### config.mk
export PLATFORM = sky130hd
export DESIGN_NAME = conv_mac_seq_flat
export DESIGN_NICKNAME = d
export VERILOG_FILES = /design/src/rtl/conv_mac_seq_pkg.sv /design/src/rtl/conv_mac_seq_if.sv /design/src/rtl/conv_mac_seq.sv /design/src/flat_wrapper.sv
export SDC_FILE = /design/constraint.sdc
export NUM_CORES = 1
export LEC_CHECK = 0
export ABC_AREA = 1
export CORE_MARGIN = 2
export CORE_UTILIZATION = 40
export CTS_CLUSTER_DIAMETER = 50
export DETAILED_ROUTE_END_ITERATION = 6
export GPL_ROUTABILITY_DRIVEN = 0
export GPL_TIMING_DRIVEN = 0
export PLACE_DENSITY = 0.68
export SLEW_MARGIN = 20
export SYNTH_ARGS = -nofsm -noshare
export SYNTH_HDL_FRONTEND = slang
export SYNTH_SLANG_ARGS = --single-unit
### constraint.sdc
create_clock -name clk -period 5.1 [get_ports clk]
set_clock_uncertainty 0.2 [all_clocks]
set_input_delay 1.02 -clock clk [delete_from_list [all_inputs] [get_ports clk]]
set_output_delay 1.02 -clock clk [all_outputs]
set_load 0.005 [all_outputs]
### src/rtl/conv_mac_seq_pkg.sv
// conv_pkg: shared definitions for the conv_mac_seq dot-product sequencer.
//   state_t     - FSM encoding (IDLE=0, ACCUM=1, HOLD=2)
//   *_DEF       - default widths/lengths used by the interface and the top
//   acc_w()     - accumulator width that cannot overflow for a given config
package conv_pkg;

  typedef enum logic [1:0] {
    IDLE  = 2'd0,
    ACCUM = 2'd1,
    HOLD  = 2'd2
  } state_t;

  localparam int DATA_W_DEF = 8;
  localparam int BUF_W_DEF  = 2;
  localparam int KLEN_DEF   = 4;

  // 2**bw products of (2**dw-1)^2 each fit in 2*dw+bw bits.
  function automatic int acc_w(input int dw, input int bw);
    return 2 * dw + bw;
  endfunction

  localparam int ACC_W_DEF = acc_w(DATA_W_DEF, BUF_W_DEF);

endpackage

### src/rtl/conv_mac_seq_if.sv
// conv_mac_seq_if: request, operand-buffer and result-handshake bundle.
//   master - requester/buffer side: drives start, abort, bases, read data,
//            res_ready; observes read addresses, busy, result, res_valid.
//   slave  - the sequencer (conv_mac_seq).
interface conv_mac_seq_if
  import conv_pkg::*;
#(
  parameter int DataWidth   = DATA_W_DEF,
  parameter int BufferWidth = BUF_W_DEF,
  parameter int AccWidth    = 2 * DataWidth + BufferWidth
) ();

  logic                   start;
  logic                   abort;
  logic [BufferWidth-1:0] base1;
  logic [BufferWidth-1:0] base2;
  logic [BufferWidth-1:0] R_Addr1;
  logic [BufferWidth-1:0] R_Addr2;
  logic [DataWidth-1:0]   DataIn1;
  logic [DataWidth-1:0]   DataIn2;
  logic                   busy;
  logic [AccWidth-1:0]    result;
  logic                   res_valid;
  logic                   res_ready;

  modport master (
    output start, abort, base1, base2, DataIn1, DataIn2, res_ready,
    input  R_Addr1, R_Addr2, busy, result, res_valid
  );

  modport slave (
    input  start, abort, base1, base2, DataIn1, DataIn2, res_ready,
    output R_Addr1, R_Addr2, busy, result, res_valid
  );

endinterface

### src/rtl/conv_mac_seq.sv
// conv_mac_seq: sequential unsigned dot product of two KernelLen-long
// windows read from a two-port operand buffer with combinational reads.
//   clk     - rising-edge clock
//   aclr_n  - asynchronous active-low reset
//   bus     - conv_mac_seq_if.slave: start/abort/bases in, read addresses
//             out, read data in, busy, result + valid/ready handshake
// One product is accumulated per ACCUM cycle; the final sum is parked in
// HOLD until the consumer takes it (or abort/reset throws it away).
module conv_mac_seq
  import conv_pkg::*;
#(
  parameter int DataWidth   = DATA_W_DEF,
  parameter int BufferWidth = BUF_W_DEF,
  parameter int KernelLen   = KLEN_DEF,
  parameter int AccWidth    = 2 * DataWidth + BufferWidth
) (
  input logic           clk,
  input logic           aclr_n,
  conv_mac_seq_if.slave bus
);

  // One extra bit so KernelLen == 2**BufferWidth is representable.
  localparam int IdxW  = BufferWidth + 1;
  localparam int ProdW = 2 * DataWidth;

  state_t                 state;
  logic [IdxW-1:0]        idx;
  logic [BufferWidth-1:0] b1, b2;
  logic [AccWidth-1:0]    acc;
  logic [AccWidth-1:0]    result_q;
  logic                   res_valid_q;
  logic                   busy_q;

  logic [BufferWidth-1:0] addr1, addr2;
  logic [ProdW-1:0]       prod;
  logic [AccWidth-1:0]    acc_nxt;
  logic                   last;

  // Window addresses wrap silently modulo the buffer depth.
  assign addr1   = b1 + idx[BufferWidth-1:0];
  assign addr2   = b2 + idx[BufferWidth-1:0];
  assign prod    = {{DataWidth{1'b0}}, bus.DataIn1} * {{DataWidth{1'b0}}, bus.DataIn2};
  assign acc_nxt = acc + AccWidth'(prod);
  assign last    = (idx == IdxW'(KernelLen - 1));

  // Reads are combinational, so addresses cannot be registered without
  // costing a cycle; reset gating keeps them at 0 while aclr_n is low.
  // IDLE passes the live bases through so the buffer is pre-addressed.
  assign bus.R_Addr1 = !aclr_n ? '0 : (state == IDLE) ? bus.base1 : addr1;
  assign bus.R_Addr2 = !aclr_n ? '0 : (state == IDLE) ? bus.base2 : addr2;

  assign bus.result    = result_q;
  assign bus.res_valid = res_valid_q;
  assign bus.busy      = busy_q;

  always_ff @(posedge clk or negedge aclr_n) begin
    if (!aclr_n) begin
      state       <= IDLE;
      idx         <= '0;
      b1          <= '0;
      b2          <= '0;
      acc         <= '0;
      result_q    <= '0;
      res_valid_q <= 1'b0;
      busy_q      <= 1'b0;
    end else if (bus.abort) begin
      // Cancel wins over start and res_ready; result keeps its old value.
      state       <= IDLE;
      res_valid_q <= 1'b0;
      busy_q      <= 1'b0;
    end else begin
      case (state)
        IDLE: begin
          if (bus.start) begin
            b1     <= bus.base1;
            b2     <= bus.base2;
            acc    <= '0;
            idx    <= '0;
            busy_q <= 1'b1;
            state  <= ACCUM;
          end
        end
        ACCUM: begin
          acc <= acc_nxt;
          idx <= idx + IdxW'(1);
          if (last) begin
            result_q    <= acc_nxt;
            res_valid_q <= 1'b1;
            state       <= HOLD;
          end
        end
        HOLD: begin
          // Exit costs one IDLE cycle, so a held start restarts a cycle later.
          if (bus.res_ready) begin
            res_valid_q <= 1'b0;
            busy_q      <= 1'b0;
            state       <= IDLE;
          end
        end
        default: begin
          res_valid_q <= 1'b0;
          busy_q      <= 1'b0;
          state       <= IDLE;
        end
      endcase
    end
  end

endmodule

### src/flat_wrapper.sv
// flat-port wrapper written by rule: the top's interface ports become plain ports
module conv_mac_seq_flat import conv_pkg::*;
#(
  parameter int DataWidth   = DATA_W_DEF,
  parameter int BufferWidth = BUF_W_DEF,
  parameter int KernelLen   = KLEN_DEF,
  parameter int AccWidth    = 2 * DataWidth + BufferWidth
)
  (clk, aclr_n, bus_start, bus_abort, bus_base1, bus_base2, bus_DataIn1, bus_DataIn2, bus_res_ready, bus_R_Addr1, bus_R_Addr2, bus_busy, bus_result, bus_res_valid);
  conv_mac_seq_if #(.DataWidth(DataWidth), .BufferWidth(BufferWidth), .AccWidth(AccWidth)) bus_i ();
  input logic clk;
  input logic aclr_n;
  input wire logic [$bits(bus_i.start)-1:0] bus_start;
  input wire logic [$bits(bus_i.abort)-1:0] bus_abort;
  input wire logic [$bits(bus_i.base1)-1:0] bus_base1;
  input wire logic [$bits(bus_i.base2)-1:0] bus_base2;
  input wire logic [$bits(bus_i.DataIn1)-1:0] bus_DataIn1;
  input wire logic [$bits(bus_i.DataIn2)-1:0] bus_DataIn2;
  input wire logic [$bits(bus_i.res_ready)-1:0] bus_res_ready;
  output wire logic [$bits(bus_i.R_Addr1)-1:0] bus_R_Addr1;
  output wire logic [$bits(bus_i.R_Addr2)-1:0] bus_R_Addr2;
  output wire logic [$bits(bus_i.busy)-1:0] bus_busy;
  output wire logic [$bits(bus_i.result)-1:0] bus_result;
  output wire logic [$bits(bus_i.res_valid)-1:0] bus_res_valid;
  assign bus_i.start = bus_start;
  assign bus_i.abort = bus_abort;
  assign bus_i.base1 = bus_base1;
  assign bus_i.base2 = bus_base2;
  assign bus_i.DataIn1 = bus_DataIn1;
  assign bus_i.DataIn2 = bus_DataIn2;
  assign bus_i.res_ready = bus_res_ready;
  assign bus_R_Addr1 = bus_i.R_Addr1;
  assign bus_R_Addr2 = bus_i.R_Addr2;
  assign bus_busy = bus_i.busy;
  assign bus_result = bus_i.result;
  assign bus_res_valid = bus_i.res_valid;
  conv_mac_seq #(.DataWidth(DataWidth), .BufferWidth(BufferWidth), .KernelLen(KernelLen), .AccWidth(AccWidth)) u_core (.clk(clk), .aclr_n(aclr_n), .bus(bus_i));
endmodule
==> impl_metrics.tcl, run 1 <==
set metrics [dict create \
    min_path_cells 2 \
    worst_pin_slew_ns 0.664 \
    grt_antenna_before_repair 0 \
    vdd_ir_drop_max_uv 304 \
    start_util_pct 40.7 \
    h-tree-depth 2 \
    start_kind "primary input" \
    grt_max_degree 27 \
    drt_iter0_markers 172 \
    cts_made_buffers 5 \
    ant_nets 0 \
    cp.buffers_inverters 5 \
    synth-edff-count 0 \
    synthTopCellsByArea "dfrtp_1, fa_1, nand2_1" \
    synth_ff_type "dfrtp_1" \
    wl_per_cell_um 12.6 \
    yosysWarnings 0 \
    cts_root_buffer "clkbuf_16" \
    power.density_nw_per_um2 558 \
    final-max-slew-violation-count 0 \
    period_share_pct 95.1 \
    via_per_inst 4.70 \
    syn2layout_area_growth_pct 14.7 \
    cts.clk_slew.worst_paths_ns 0.07 \
    globalRouteOverflowTotal 0 \
    ioPinCount 49 \
    num_antenna_cells 0 \
    yosys.area.top_type "dfrtp_1" \
    whs_endpoint "u_core.bus.result[15]" \
    ys_ff_latch 47 \
    synth_top_area_share_pct 24.1 \
    grt_pass1_wl_um 19100 \
    min_path_type "flip-flop to flip-flop" \
    period_minus_slack_ns 4.85 \
    die-area_sq_um 13100 \
    cp_slowest_cell "fa_1" \
    synth_common_cells "nand2_1, inv_1, fa_1, dfrtp_1, ha_1" \
    rows 40 \
    crit_type "primary input to flip-flop" \
    dp_hpwl_um 8790 \
    cpPeakStageDelay_ns 0.57 \
    wl_um 10500 \
    rsz0062_at_grt "false" \
    utilization_pct 46.7 \
    crit_family "adder cells" \
    rrSetupSlack_ns 0.99 \
    netlist_area_sq_um 4870 \
    end_kind "flip-flop" \
    clockBufferDepth 2 \
    required_ns 5.08 \
    synth_most_common_cell "nand2_1" \
    insertion_delay_ns 0.29 \
    grt_usage_pct 18.1 \
    dr.pass1.iters 4 \
    r2r_cells 16 \
    ys_async_sr_fraction_pct 100 \
    p_leak_uw 0.00335 \
    dp_slack_ns -0.227 \
    post_route_cells_drive_above_1_share_pct 6.11 \
    power_uw 3120 \
    r2r_end "u_core.bus.result[9]" \
    max_freq_ghz 0.206 \
    setup_viol 0 \
    cts_sinks 47 \
    fillers 1179 \
    status "completed" \
    nets 805 \
    fp.dieW_um 114 \
    ys_types 27 \
    seq_area_frac_synth_pct 24.1 \
    worstHoldStart "u_core.bus.result[15]" \
    r2r-start "u_core.acc[6]" \
    post_cts_buffers 0 \
    fin_ws_ns 0.252 \
    dieHeight_um 114 \
    cts_tree "yes" \
    maxCapViolations 0 \
    io_buffers 32 \
    crit_chain "clkbuf_2 -> nand2_1 -> fa_1 -> inv_1 -> fa_1 -> fa_1 -> inv_1 -> fa_1 -> inv_1 -> ha_1 -> nand2_1 -> inv_1 -> nand2_1 -> nand3_1 -> or2_2 -> nand3_1 -> nand2_1" \
    drc 0 \
    core_area_sq_um 12000 \
    vias 3919 \
    syn-num-nets 765 \
    hold_viol 0 \
    grt_pass1_vias 4278 \
    cp_max_fo 8 \
    avgSynthCellArea_sq_um 7.54 \
    cp.arrival_ns 4.83 \
    dp_cells 826 \
    synthCells 646 \
    slew_headroom_pct 55.7 \
    layout.cells.non_filler 834 \
]
## layout by cell type (no fill, tap or decap), types with 2 or more instances in the layout
| cell type | instances |
|---|---|
| ha_1 | 44 |
| clkbuf_1 | 2 |
| o21ai_0 | 15 |
| nand2_1 | 191 |
| a21oi_1 | 15 |
| nand4_1 | 2 |
| o21ai_1 | 4 |
| buf_2 | 6 |
| nor2_1 | 12 |
| clkbuf_2 | 12 |
| dfrtp_1 | 47 |
| clkdlybuf4s50_1 | 31 |
| nand3_1 | 27 |
| xnor2_1 | 8 |
| inv_1 | 181 |
| o22ai_1 | 7 |
| o21ai_2 | 7 |
| buf_6 | 3 |
| xor2_1 | 2 |
| nand3b_1 | 3 |
| nand2_2 | 2 |
| clkbuf_16 | 5 |
| fa_1 | 50 |
## flip-flops by register name, summed over array words and instances, names as in the netlist
name	count
u_core.state	2
u_core.b1	2
u_core.bus.res_valid	1
u_core.idx	3
u_core.bus.result	18
u_core.bus.busy	1
u_core.b2	2
u_core.acc	18
## through the flow
step	TNS, ns	cell area, sq um	hold slack (ns)
6_report	0	5590	0.283
4_1_cts	0	5570	0.286
3_3_place_gp	-2.04	5380	0.265
5_1_grt	0	5590	0.306
3_5_place_dp	-2.06	5400	0.268
2_1_floorplan	0	4870	0.249
## metal layers
layer / track usage, % / vias to the layer above / routed length, um
met2: 34.7 / 57 / 5490
met1: 21.5 / 1887 / 4590
met4: 3.50 / 0 / 102
met5: 0 / - / 0
met3: 2.70 / 9 / 331
li1: - / 1966 / -
## cell type report
class | count | area, sq um | share of cell area [%]
Clock inverter | 3 | 46.3 | 0.829
Sequential cell | 47 | 1180 | 21.1
Tap cell | 147 | 184 | 3.29
Multi-Input combinational cell | 394 | 2900 | 51.9
Inverter | 183 | 687 | 12.3
Timing Repair Buffer | 33 | 343 | 6.14
Clock buffer | 5 | 125 | 2.24
Buffer | 22 | 126 | 2.26
## tightest hold or removal path: stages, from the launching register on
cell     delay, ns
dfrtp_1       0.34
nand2_1       0.06
nand2_1       0.06
## how the worst max path moves through the flow
stage | to | cells after the start | from
5_1_grt | u_core.acc[9] | 17 | bus_DataIn2[0]
3_5_place_dp | u_core.bus.result[9] | 17 | bus_DataIn1[0]
3_3_place_gp | bus_R_Addr2[0] | 4 | aclr_n
2_1_floorplan | u_core.acc[9] | 17 | bus_DataIn2[7]
6_report | u_core.bus.result[9] | 17 | bus_DataIn1[4]
4_1_cts | u_core.bus.result[9] | 17 | bus_DataIn1[0]
## logic make-up after synthesis
kind of cell    share of synthesized area (%)
compound gates                           5.83
xor+xnor                                 1.80
flops                                    24.1
fa+ha+maj                                31.9
simple gates                             20.0
buf+inv                                  16.4
## power by group
group | switching, uW | internal [uW]
clock | 149 | 233
sequential | 66.5 | 482
combinational | 1330 | 859
## timing repair
action | CTS | global route
setup endpoints to repair | 0 | 14
gates resized for setup | 0 | 27
hold buffers | 0 | 0
No activity file was read; power rests on OpenSTA's default activity.
==> run 2: changes to the inputs <==
- GPL_TIMING_DRIVEN: 0 -> default
==> impl_metrics.tcl, run 2 (same netlist as run 1, synthesis figures left out) <==
set metrics [dict create \
    fillers 1175 \
    syn2layout_area_growth_pct 22.1 \
    final_common_cell "nand2_1" \
    nets 832 \
    whs_endpoint "u_core.bus.result[4]" \
    cts_tree "yes" \
    end_kind "flip-flop" \
    cts_root_buffer "clkbuf_16" \
    grt_pass1_vias 4214 \
    grt_antenna_before_repair 0 \
    crit_chain "dlygate4sd2_1 -> buf_4 -> nand2_1 -> inv_1 -> fa_1 -> fa_1 -> fa_1 -> inv_1 -> fa_1 -> inv_1 -> ha_1 -> nand2_1 -> inv_1 -> nand2_1 -> nand2_1 -> a21oi_1 -> nand2b_1 -> nand3_1 -> nand2_1" \
    cp.arrival_ns 4.85 \
    ioPinCount 49 \
    grt_pass1_wl_um 19200 \
    rsz0062_at_grt "false" \
    insertion_delay_ns 0.28 \
    layout_common_cells "nand2_1, inv_1, fa_1" \
    grt_usage_pct 18.1 \
    r2r_end "u_core.bus.result[15]" \
    num_antenna_cells 0 \
    r2r-start "u_core.acc[7]" \
    rows 40 \
    cpPeakStageDelay_ns 0.55 \
    rrSetupSlack_ns 1.15 \
    min_path_type "flip-flop to flip-flop" \
    p_leak_uw 0.00356 \
    min_path_cells 2 \
    cts_made_buffers 5 \
    dr.pass1.iters 4 \
    core_area_sq_um 12000 \
    dp_hpwl_um 8950 \
    globalRouteOverflowTotal 0 \
    hold_viol 0 \
    clockBufferDepth 2 \
    period_share_pct 94.7 \
    die-area_sq_um 13100 \
    dieHeight_um 114 \
    cts_sinks 47 \
    period_minus_slack_ns 4.83 \
    crit_type "primary input to flip-flop" \
    vdd_ir_drop_max_uv 327 \
    start_kind "primary input" \
    required_ns 5.12 \
    worst_pin_slew_ns 0.757 \
    post_route_cells_drive_above_1_share_pct 10.4 \
    drt_iter0_markers 223 \
    power.density_nw_per_um2 601 \
    cts.clk_slew.worst_paths_ns 0.07 \
    cp_slowest_cell "fa_1" \
    cp.buffers_inverters 6 \
    status "completed" \
    wl_um 10900 \
    wl_per_cell_um 12.6 \
    drc 0 \
    crit_family "adder cells" \
    fp.dieW_um 114 \
    ant_nets 0 \
    maxCapViolations 0 \
    setup_viol 0 \
    max_freq_ghz 0.207 \
    crit_path_frequent_cell "nand2_1" \
    cts_hold_buf 0 \
    grt_max_degree 35 \
    worstHoldStart "u_core.bus.result[4]" \
    vias 4016 \
    final-max-slew-violation-count 0 \
    io_buffers 48 \
    r2r_cells 17 \
    start_util_pct 40.7 \
    whs_ns 0.288 \
    slew_headroom_pct 49.5 \
    power_uw 3570 \
    cp_max_fo 4 \
    via_per_inst 4.66 \
    worst-path-stages 19 \
    h-tree-depth 2 \
]
## run 2: timing repair
action / in CTS / in global routing
pin swaps: 0 / 5
endpoints found under the setup margin: 15 / 20
resized for setup: 12 / 29
buffers inserted: 0 / 0
cloned: 0 / 0
## run 2: metal layers
metal	track usage (%)	share of wire, %	vias to the layer above
li1	-	-	2015
met1	22.8	44	1922
met2	32.1	51	65
met3	3.07	3.4	14
met4	4.80	1.8	0
met5	0	0	-
## run 2: worst max path at each step
stage | startpoint | to | slack (ns)
5_1_grt | bus_DataIn2[6] | u_core.acc[17] | 0.02
2_1_floorplan | bus_DataIn2[7] | u_core.acc[9] | 0.18
3_5_place_dp | bus_DataIn2[4] | u_core.acc[9] | -0.44
4_1_cts | bus_DataIn2[7] | u_core.acc[16] | 0.01
3_3_place_gp | bus_DataIn2[4] | u_core.acc[9] | -0.36
6_report | bus_DataIn1[4] | u_core.bus.result[11] | 0.27
## run 2: layout make-up
type | instances | area (sq um) | share of cell area, %
well taps | 147 | 184 | 3.09
clock buffers | 5 | 125 | 2.10
multi-input cells | 394 | 3000 | 50.4
clock inverters | 3 | 46.3 | 0.778
flip-flops and latches | 47 | 1180 | 19.8
repair buffers | 82 | 732 | 12.3
inverters | 183 | 687 | 11.6
## run 2: worst min-delay path, cell delays in order (launching register included)
cell and delay, ns:
dfrtp_1 0.34, nand2_1 0.07, o21ai_2 0.05
## run 2: through the flow
stage	setup WS [ns]	cell area (sq um)	std cells	TNS, ns	utilization (%)
after global placement	-0.358	5680	853	-5.95	47.4
after detailed placement	-0.443	5680	853	-7.40	47.4
after floorplan	0.181	4870	646	0	-
final	0.271	5950	861	0	49.7
after global routing	0.0180	5950	861	0	49.7
after CTS	0.0147	5860	861	0	49.0
## run 2: power by group
| group | internal [uW] | total, uW | switching [uW] |
|---|---|---|---|
| clock | 233 | 375 | 142 |
| sequential | 482 | 553 | 70.9 |
| combinational | 1190 | 2640 | 1450 |
| total | 1900 | 3570 | 1670 |
==> run 3: changes to the inputs <==
- ABC_CLOCK_PERIOD_IN_PS: default -> 5100
==> results of run 3 <==
No change in the layout: final DEF, timing and power equal those of run 2.
